[config.mk]
export PLATFORM = sky130hd
export DESIGN_NAME = qa_drv_hc_issue_arb
export DESIGN_NICKNAME = d
export VERILOG_FILES = /design/src/rtl/qa_drv_hc_issue_arb.sv
export SDC_FILE = /design/constraint.sdc
export NUM_CORES = 1
export LEC_CHECK = 0
export CAP_MARGIN = 20
export CORE_MARGIN = 4
export CORE_UTILIZATION = 45
export DETAILED_ROUTE_END_ITERATION = 8
export MAX_ROUTING_LAYER = met4
export PLACE_DENSITY = 0.79
export SLEW_MARGIN = 0
export SYNTH_ARGS = -nofsm -noshare
export SYNTH_HDL_FRONTEND = slang
export SYNTH_SLANG_ARGS = --single-unit
[constraint.sdc]
create_clock -name clk -period 4 [get_ports clk]
set_input_delay 0.6 -clock clk [delete_from_list [all_inputs] [get_ports clk]]
set_output_delay 0.6 -clock clk [all_outputs]
set_load 0.01 [all_outputs]
[src/rtl/qa_drv_hc_issue_arb.sv]
`default_nettype none
// ============================================================================
// qa_drv_hc_issue_arb : round-robin issue arbiter for the QA host channel,
//   throttled by registered almostfull, read-credit bounded, write-packet lock.
// Revision 1.0
// ============================================================================
module qa_drv_hc_issue_arb #(
  parameter int N_REQ      = 4,
  parameter int MAX_RD_OUT = 64,
  parameter int CRED_W     = $clog2(MAX_RD_OUT + 1),
  parameter int SEL_W      = $clog2(N_REQ)
) (
  input  logic              clk,
  input  logic              reset,
  input  logic              almostfull,
  input  logic [N_REQ-1:0]  req_valid,
  input  logic [N_REQ-1:0]  req_is_read,
  input  logic [N_REQ-1:0]  req_last,
  input  logic              rsp_valid,
  output logic [N_REQ-1:0]  grant,
  output logic              issue_valid,
  output logic [SEL_W-1:0]  issue_sel,
  output logic              can_issue,
  output logic [CRED_W-1:0] rd_credits,
  output logic              credit_err
);

  localparam logic [0:0]        ST_IDLE   = 1'b0;
  localparam logic [0:0]        ST_LOCKED = 1'b1;
  localparam logic [CRED_W-1:0] CRED_MAX  = CRED_W'(MAX_RD_OUT);

  logic [0:0]       state;
  logic [0:0]       state_nxt;
  logic             almostfull_ff;
  logic [SEL_W-1:0] rr_ptr;
  logic [SEL_W-1:0] lock_id;
  logic [N_REQ-1:0] eligible;
  logic             win_found;
  logic [SEL_W-1:0] win_idx;
  logic [SEL_W:0]   scan_idx;
  logic             rd_issue;
  logic             sel_is_read;
  logic             sel_is_last;

  function automatic logic [SEL_W-1:0] inc_mod(input logic [SEL_W-1:0] x);
    if (x == SEL_W'(N_REQ - 1))
      return '0;
    return x + SEL_W'(1);
  endfunction

  assign can_issue = ~almostfull_ff;
  assign eligible  = req_valid & (~req_is_read | {N_REQ{rd_credits != '0}});

  // Rotating priority search starting at rr_ptr, wrapping modulo N_REQ.
  always_comb begin
    win_found = 1'b0;
    win_idx   = '0;
    scan_idx  = '0;
    for (int k = 0; k < N_REQ; k++) begin
      scan_idx = {1'b0, rr_ptr} + (SEL_W + 1)'(k);
      if (scan_idx >= (SEL_W + 1)'(N_REQ))
        scan_idx = scan_idx - (SEL_W + 1)'(N_REQ);
      if (!win_found && eligible[scan_idx[SEL_W-1:0]]) begin
        win_found = 1'b1;
        win_idx   = scan_idx[SEL_W-1:0];
      end
    end
  end

  always_ff @(posedge clk or negedge reset) begin
    if (!reset)
      state <= ST_IDLE;
    else
      state <= state_nxt;
  end

  assign sel_is_read = req_is_read[issue_sel];
  assign sel_is_last = req_last[issue_sel];

  always_comb begin
    state_nxt = state;
    case (state)
      ST_IDLE:   if (issue_valid && !sel_is_read && !sel_is_last) state_nxt = ST_LOCKED;
      ST_LOCKED: if (issue_valid && sel_is_last) state_nxt = ST_IDLE;
      default:   state_nxt = ST_IDLE;
    endcase
  end

  // A read from the lock owner is never granted while locked.
  always_comb begin
    grant     = '0;
    issue_sel = '0;
    if (can_issue) begin
      if (state == ST_LOCKED) begin
        if (req_valid[lock_id] && !req_is_read[lock_id]) begin
          grant[lock_id] = 1'b1;
          issue_sel      = lock_id;
        end
      end else if (win_found) begin
        grant[win_idx] = 1'b1;
        issue_sel      = win_idx;
      end
    end
  end

  assign issue_valid = |grant;
  assign rd_issue    = |(grant & req_is_read);

  always_ff @(posedge clk or negedge reset) begin
    if (!reset) begin
      almostfull_ff <= 1'b1;
      rr_ptr        <= '0;
      lock_id       <= '0;
    end else begin
      almostfull_ff <= almostfull;
      if (issue_valid) begin
        if (state == ST_IDLE && !sel_is_read && !sel_is_last)
          lock_id <= issue_sel;
        else if (sel_is_read || sel_is_last)
          rr_ptr <= inc_mod(issue_sel);
      end
    end
  end

  always_ff @(posedge clk or negedge reset) begin
    if (!reset) begin
      rd_credits <= CRED_MAX;
      credit_err <= 1'b0;
    end else if (rd_issue && !rsp_valid) begin
      rd_credits <= rd_credits - CRED_W'(1);
    end else if (!rd_issue && rsp_valid) begin
      if (rd_credits == CRED_MAX)
        credit_err <= 1'b1;
      else
        rd_credits <= rd_credits + CRED_W'(1);
    end
  end

endmodule
`default_nettype wire

==> Word-level counts from Yosys, hierarchy flattened <==
Cells that the tools add are included.
{ "totals": {"register_bits": 14, "inputBits": 16, "out_inout_bits": 16, "word_cells": 122} }
{ "classes": {"add_sub_neg": 10, "magnitude_cmp": 13, "n_eq_ne": 3, "muxes": 52, "n_bitwise": 8, "reduce_logical": 30} }
{ "op_table": {"columns": ["cell", "count"], "rows": [
  ["$mux 2", 14],
  ["$lt 2x3->1 const B", 7],
  ["$mux 7", 3],
  ["$mux 1", 20],
  ["$bmux 1 s2", 8],
  ["$mux 4", 4],
  ["$logic_and 1x1->1", 13],
  ["$ge 3x3->1 const B", 3],
  ["$and 4x4->4", 2],
  ["$logic_not 1->1", 8],
  ["$reduce_or 4->1", 2],
  ["$sub 2x1->2 const B", 4],
  ["$add 7x1->7 const B", 1],
  ["$eq 7x7->1 const B", 1],
  ["$reduce_bool 7->1", 1],
  ["$sub 7x1->7 const B", 1],
  ["$add 2x2->3 const B", 2],
  ["$reduce_and 3->1", 2],
  ["$demux 1 s2", 2],
  ["$ge 2x1->1 const B", 2],
  ["$not 1->1", 4],
  ["$not 4->4", 1],
  ["$or 4x4->4", 1],
  ["$reduce_and 2->1", 2],
  ["8 further kinds", 8]
]} }

==> Logic depth before layout (Yosys ltp) <==
{ "logic_depth": {"depth_word": 28, "ltp_mapped": 20, "depth_no_buf": 19} }

==> Least setup slack after synthesis <==
No wires, ideal clock.
{ "synth_path": {"kind": "register to register", "start": "register rd_credits[1]", "end": "register rd_credits[6]", "setup_time_ns": 0.075, "arrival_ns": 4.223, "required_ns": 3.925, "setup_slack_ns": -0.298, "path_stages_with_launch": 20, "n_path_buf": 1, "period_less_slack_ns": 4.298, "cell_sequence": "dfrtp_1 -> or4_4 -> o21a_1 -> a211oi_1 -> o21a_1 -> buf_6 -> or3b_1 -> a21oi_1 -> a221o_1 -> ha_1 -> inv_1 -> fa_1 -> nor2b_1 -> o21ai_0 -> nand2b_1 -> a21o_1 -> a21oi_1 -> xnor2_1 -> nor2_1 -> xor2_1"} }
{ "synth_via": {"elab_chain_cells": 28, "word_cells_on_any_way": 47, "cone_classes": "add/sub (2); order compare (2); eq/ne (2); mux (24); bitwise (3); reduce/logical (14)"} }
{ "synth_rtl": {"columns": ["item", "line_no", "text"], "rows": [
  ["start, declared", "24", "output logic [CRED_W-1:0] rd_credits,"],
  ["start signal, assigned", "130", "rd_credits <= rd_credits - CRED_W'(1);"],
  ["start signal, assigned", "135", "rd_credits <= rd_credits + CRED_W'(1);"],
  ["$reduce_bool 7->1 *", "52", "assign eligible = req_valid & (~req_is_read | {N_REQ{rd_credits != '0}});"],
  ["$or 4x4->4 *", "52", null],
  ["$and 4x4->4 *", "52", null],
  ["$bmux 1 s2", "63", "if (!win_found && eligible[scan_idx[SEL_W-1:0]]) begin"],
  ["$mux 1 (implied by the code)", "63", null],
  ["$mux 1", "63", null],
  ["$logic_not 1->1", "63", null],
  ["$logic_and 1x1->1", "63", null],
  ["(+13 left out)", null, null],
  ["$mux 4 *", "93", "if (can_issue) begin"],
  ["via grant[2]", "20", "output logic [N_REQ-1:0] grant,"],
  ["$and 4x4->4 *", "107", "assign rd_issue = |(grant & req_is_read);"],
  ["$reduce_or 4->1 *", "107", null],
  ["$logic_not 1->1", "131", "end else if (!rd_issue && rsp_valid) begin"],
  ["$logic_and 1x1->1", "131", null],
  ["$reduce_bool 2->1 (no line)", null, null],
  ["$reduce_and 2->1 (no line)", null, null]
]} }
The timed path passes the listed nets; every way through them passes the cells marked *. The select of a mux whose other input is x is not followed.
A chain may end at the register's enable or synchronous reset.

==> Worst setup path in the final report <==
{ "layout_path": {"start": "register rd_credits[4]", "end": "register rd_credits[6]"} }
{ "layout_via": {"elab_chain_cells": 28, "word_cells_on_any_way": 47, "cone_classes": "add/sub (2); order compare (2); eq/ne (2); mux (24); bitwise (3); reduce/logical (14)"} }
{ "layout_rtl": {"columns": ["item", "line_no", "text"], "rows": [
  ["$reduce_bool 7->1", "52", null],
  ["$or 4x4->4", "52", null],
  ["$and 4x4->4", "52", null],
  ["$bmux 1 s2", "63", null],
  ["$mux 1 (implied by the code)", "63", null],
  ["$mux 1", "63", null],
  ["$logic_not 1->1", "63", null],
  ["$logic_and 1x1->1", "63", null],
  ["(+12 left out)", null, null],
  ["$mux 4", "94", "if (state == ST_LOCKED) begin"],
  ["$mux 4", "93", null],
  ["$and 4x4->4", "107", null],
  ["$reduce_or 4->1", "107", null],
  ["$logic_not 1->1", "131", null],
  ["$logic_and 1x1->1", "131", null],
  ["$reduce_bool 2->1 (no line)", null, null],
  ["$reduce_and 2->1 (no line)", null, null]
]} }
Several ways; a longest one is shown, not always the timed one. The select of a mux whose other input is x is not followed.

==> impl_metrics.json <==
{
  "status": "finished with violations",
  "violations": "setup timing",
  "fmax_mhz": 228.0,
  "powerDensity_nw_per_um2": 731.8,
  "hold_viol": 0,
  "place_hpwl_um": 3510,
  "fin_tns_setup_ps": -1059,
  "drive_gt1_share_pct": 48.29,
  "period_minus_slack_ps": 4387,
  "slew_headroom_pct": 54.20,
  "cts_tree": "done",
  "stdcell_count": 265,
  "clkLatencyLatePin_ps": 300,
  "ys_ff_latch": 14,
  "yosysUniqueCellTypes": 51,
  "power.switching_mw": 0.7766,
  "seq_area_frac_synth_pct": 25.50,
  "rsz0062_at_grt": "true",
  "drtIter0Drc": 173,
  "netlist_area_um2": 1384,
  "ys_warn_count": 0,
  "seq_area_um2": 357.8,
  "gp_congestion": 0.9366,
  "row_count": 19,
  "fin_crit_sh_pct": 109.7,
  "worstPathRequired_ps": 4230,
  "cts_htree_levels": 1,
  "arrival_ps": 4620,
  "grt_start_max_net_pins": 17,
  "path_max_fanout": 5,
  "drv_slew": 0,
  "portBuffers": 31,
  "diodes": 0,
  "cp-start-kind": "register",
  "fin_nets": 259,
  "end_kind": "register",
  "async_reset_ff_share_pct": 100.0,
  "start_util_pct": 48.51,
  "synth_edf_count": 0,
  "power_frac_seq_pct": 18.7,
  "p_sw_share_pct": 44.31,
  "ys.flop_type": "dfrtp_1",
  "combPwrFrac_pct": 75.1,
  "num_vias": 1696,
  "clk_pin_slew_worst_paths_ps": 100,
  "pwr-share-clk_pct": 6.1,
  "via_per_inst": 6.400,
  "numCtsBuffers": 3,
  "clock-skew-final_ps": 16.86,
  "worstSetupPathType": "register to register",
  "grt_pass1_wl_um": 8404,
  "peakVddDrop_mv": 0.4646,
  "clockBufferDepth": 2,
  "detail_route.drc_violations": 0,
  "leakagePower_nw": 1.064,
  "dr.pass1.iters": 4,
  "gr-total-overflow": 0,
  "die_w_um": 63.46,
  "ant_nets": 0,
  "placed_cells": 242,
  "dieArea_um2": 4027,
  "multi_input_area_um2": 1159,
  "grt_use_total_pct": 27.13,
  "ctsRootBufferMaster": "clkbuf_4",
  "hp-class": "register to register",
  "postCtsHoldBufs": 0,
  "antenna_found_initial": 0,
  "synth_cells": 146,
  "grt_pass1_vias": 1697,
  "wl_per_cell_um": 22.21,
  "worst_slack_ps": -386.5,
  "synth_fp_nets": 170,
  "n_fill_cell": 154,
  "area_delta_synth_final_pct": 73.06,
  "wl_um": 5886,
  "setup_viol": 4,
  "die_height_um": 63.46,
  "cts.sinks": 14,
  "postLayoutCoreUtil_pct": 83.95,
  "cap_violations": 0,
  "ios": 32,
  "power.internal_mw": 0.9760,
  "synth.avg_cell_area_um2": 9.478,
  "core_area_um2": 2853,
  "worstMarginPinSlew_ps": 684.9
}
==> sequential cells by signal (all words and copies together), names as in the netlist <==
signal and flops:
rr_ptr 2, almostfull_ff 1, rd_credits 7, credit_err 1, lock_id 2, state 1
==> through the flow <==
step	worst slack, ps	hold WS (ps)	power (mW)	area, um^2
after floorplan	-21.91	304.4	0.8843	1440
after global placement	-542.3	453.3	1.301	2048
after global routing	-517.2	529.6	1.849	2395
final	-386.5	510.2	1.753	2395
after CTS	-107.8	501.3	1.586	2281
after detailed placement	-769.2	480.2	1.348	2048
==> per-layer routing <==
metal / GRT usage [%] / share of wire, % / wire (um) / up-vias
li1: - / - / - / 728
met1: 31.91 / 39 / 2287 / 836
met4: 11.86 / 5.2 / 306 / 0
met5: - / 0 / 0 / -
met2: 43.68 / 49 / 2897 / 96
met3: 6.927 / 6.7 / 394 / 36
==> Yosys cell counts (4+ instances only) <==
| library cell | instances | area share [%] |
|---|---|---|
| nor2_1 | 7 | 1.9 |
| nand2_1 | 9 | 2.4 |
| a21o_1 | 6 | 3.3 |
| a21oi_1 | 9 | 3.3 |
| inv_1 | 9 | 2.4 |
| mux2i_1 | 8 | 5.8 |
| xnor2_1 | 5 | 3.2 |
| o21ai_0 | 9 | 3.3 |
| o21a_1 | 4 | 2.2 |
| ha_1 | 7 | 6.3 |
| dfrtp_1 | 12 | 22 |
==> placed cells by master, fill, tap and decap left out, types with 2 or more instances in the layout <==
master | Yosys | routed
nand3_1 | 2 | 2
o21ai_2 | 1 | 2
clkbuf_4 | 0 | 3
or4b_4 | 0 | 3
dfrtp_2 | 0 | 4
a41o_1 | 2 | 2
dlygate4sd2_1 | 0 | 3
a21oi_1 | 9 | 5
mux2i_1 | 8 | 8
o221ai_2 | 2 | 3
dfrtp_1 | 12 | 8
ha_1 | 7 | 3
a21o_1 | 6 | 6
a21oi_2 | 0 | 3
buf_6 | 2 | 8
o21ai_1 | 0 | 2
nor2_1 | 7 | 6
buf_4 | 0 | 50
mux2i_2 | 2 | 2
xor2_1 | 3 | 3
dfstp_2 | 2 | 2
o21a_4 | 0 | 2
xnor2_2 | 0 | 2
nand2_1 | 9 | 9
nor3b_1 | 3 | 2
inv_1 | 9 | 8
o21ai_0 | 9 | 6
ha_4 | 0 | 4
a31oi_1 | 3 | 3
o2111ai_1 | 2 | 2
xnor2_1 | 5 | 3
nor3_1 | 3 | 3
clkdlybuf4s50_1 | 0 | 27
mux2_4 | 2 | 2
a2111oi_4 | 1 | 2
==> cells by family after synthesis <==
family	synth area share, %
compound gates	29.12
simple gates	16.91
xor+xnor	5.063
mux	10.76
flops	25.50
fa+ha+maj	7.776
buf+inv	4.882
==> area by class of cell <==
type	count	area share [%]
Multi-Input combinational cell	118	48.38
Timing Repair Buffer	89	32.03
Sequential cell	14	14.94
Tap cell	31	1.620
Clock buffer	4	1.515
Inverter	9	1.515
==> worst paths after layout <==
kind	startpoint	end	slack (ps)	cells past startpoint
setup / recovery	rd_credits[4]	rd_credits[6]	-390	19
min in group asynchronous	reset	rr_ptr[0]	700	1
hold / removal	credit_err	credit_err	510	1
hold reg to reg	credit_err	credit_err	510	1
max in group asynchronous	reset	rd_credits[1]	2800	1
setup reg to reg	rd_credits[4]	rd_credits[6]	-390	19
==> critical path, cell delays in order, from the launching register on <==
cell and delay, ps:
dfrtp_2 440, or4b_4 560, o21a_4 260, a211oi_4 290
o21a_2 240, buf_6 110, or3b_4 370, a21oi_2 200
a221o_1 230, ha_4 210, inv_4 50, fa_2 370
nor2b_4 120, o21ai_2 70, nand2b_1 110, a21o_1 150
a21oi_2 60, xnor2_1 220, nor2_1 90, xor2_1 170
==> power groups by stage <==
stage	logic [mW]	clock network, mW	registers (mW)
2_1_floorplan	0.575	0	0.309
3_5_place_dp	1.04	0	0.310
3_3_place_gp	0.999	0	0.303
6_report	1.32	0.107	0.328
5_1_grt	1.40	0.113	0.337
4_1_cts	1.17	0.107	0.312
==> repair_timing <==
action	in CTS	in global routing
resized for setup	29	14
setup endpoints to repair	7	5
pin swaps	18	23
buffers inserted	13	7
Note: power is estimated with default switching activity, not from simulation.
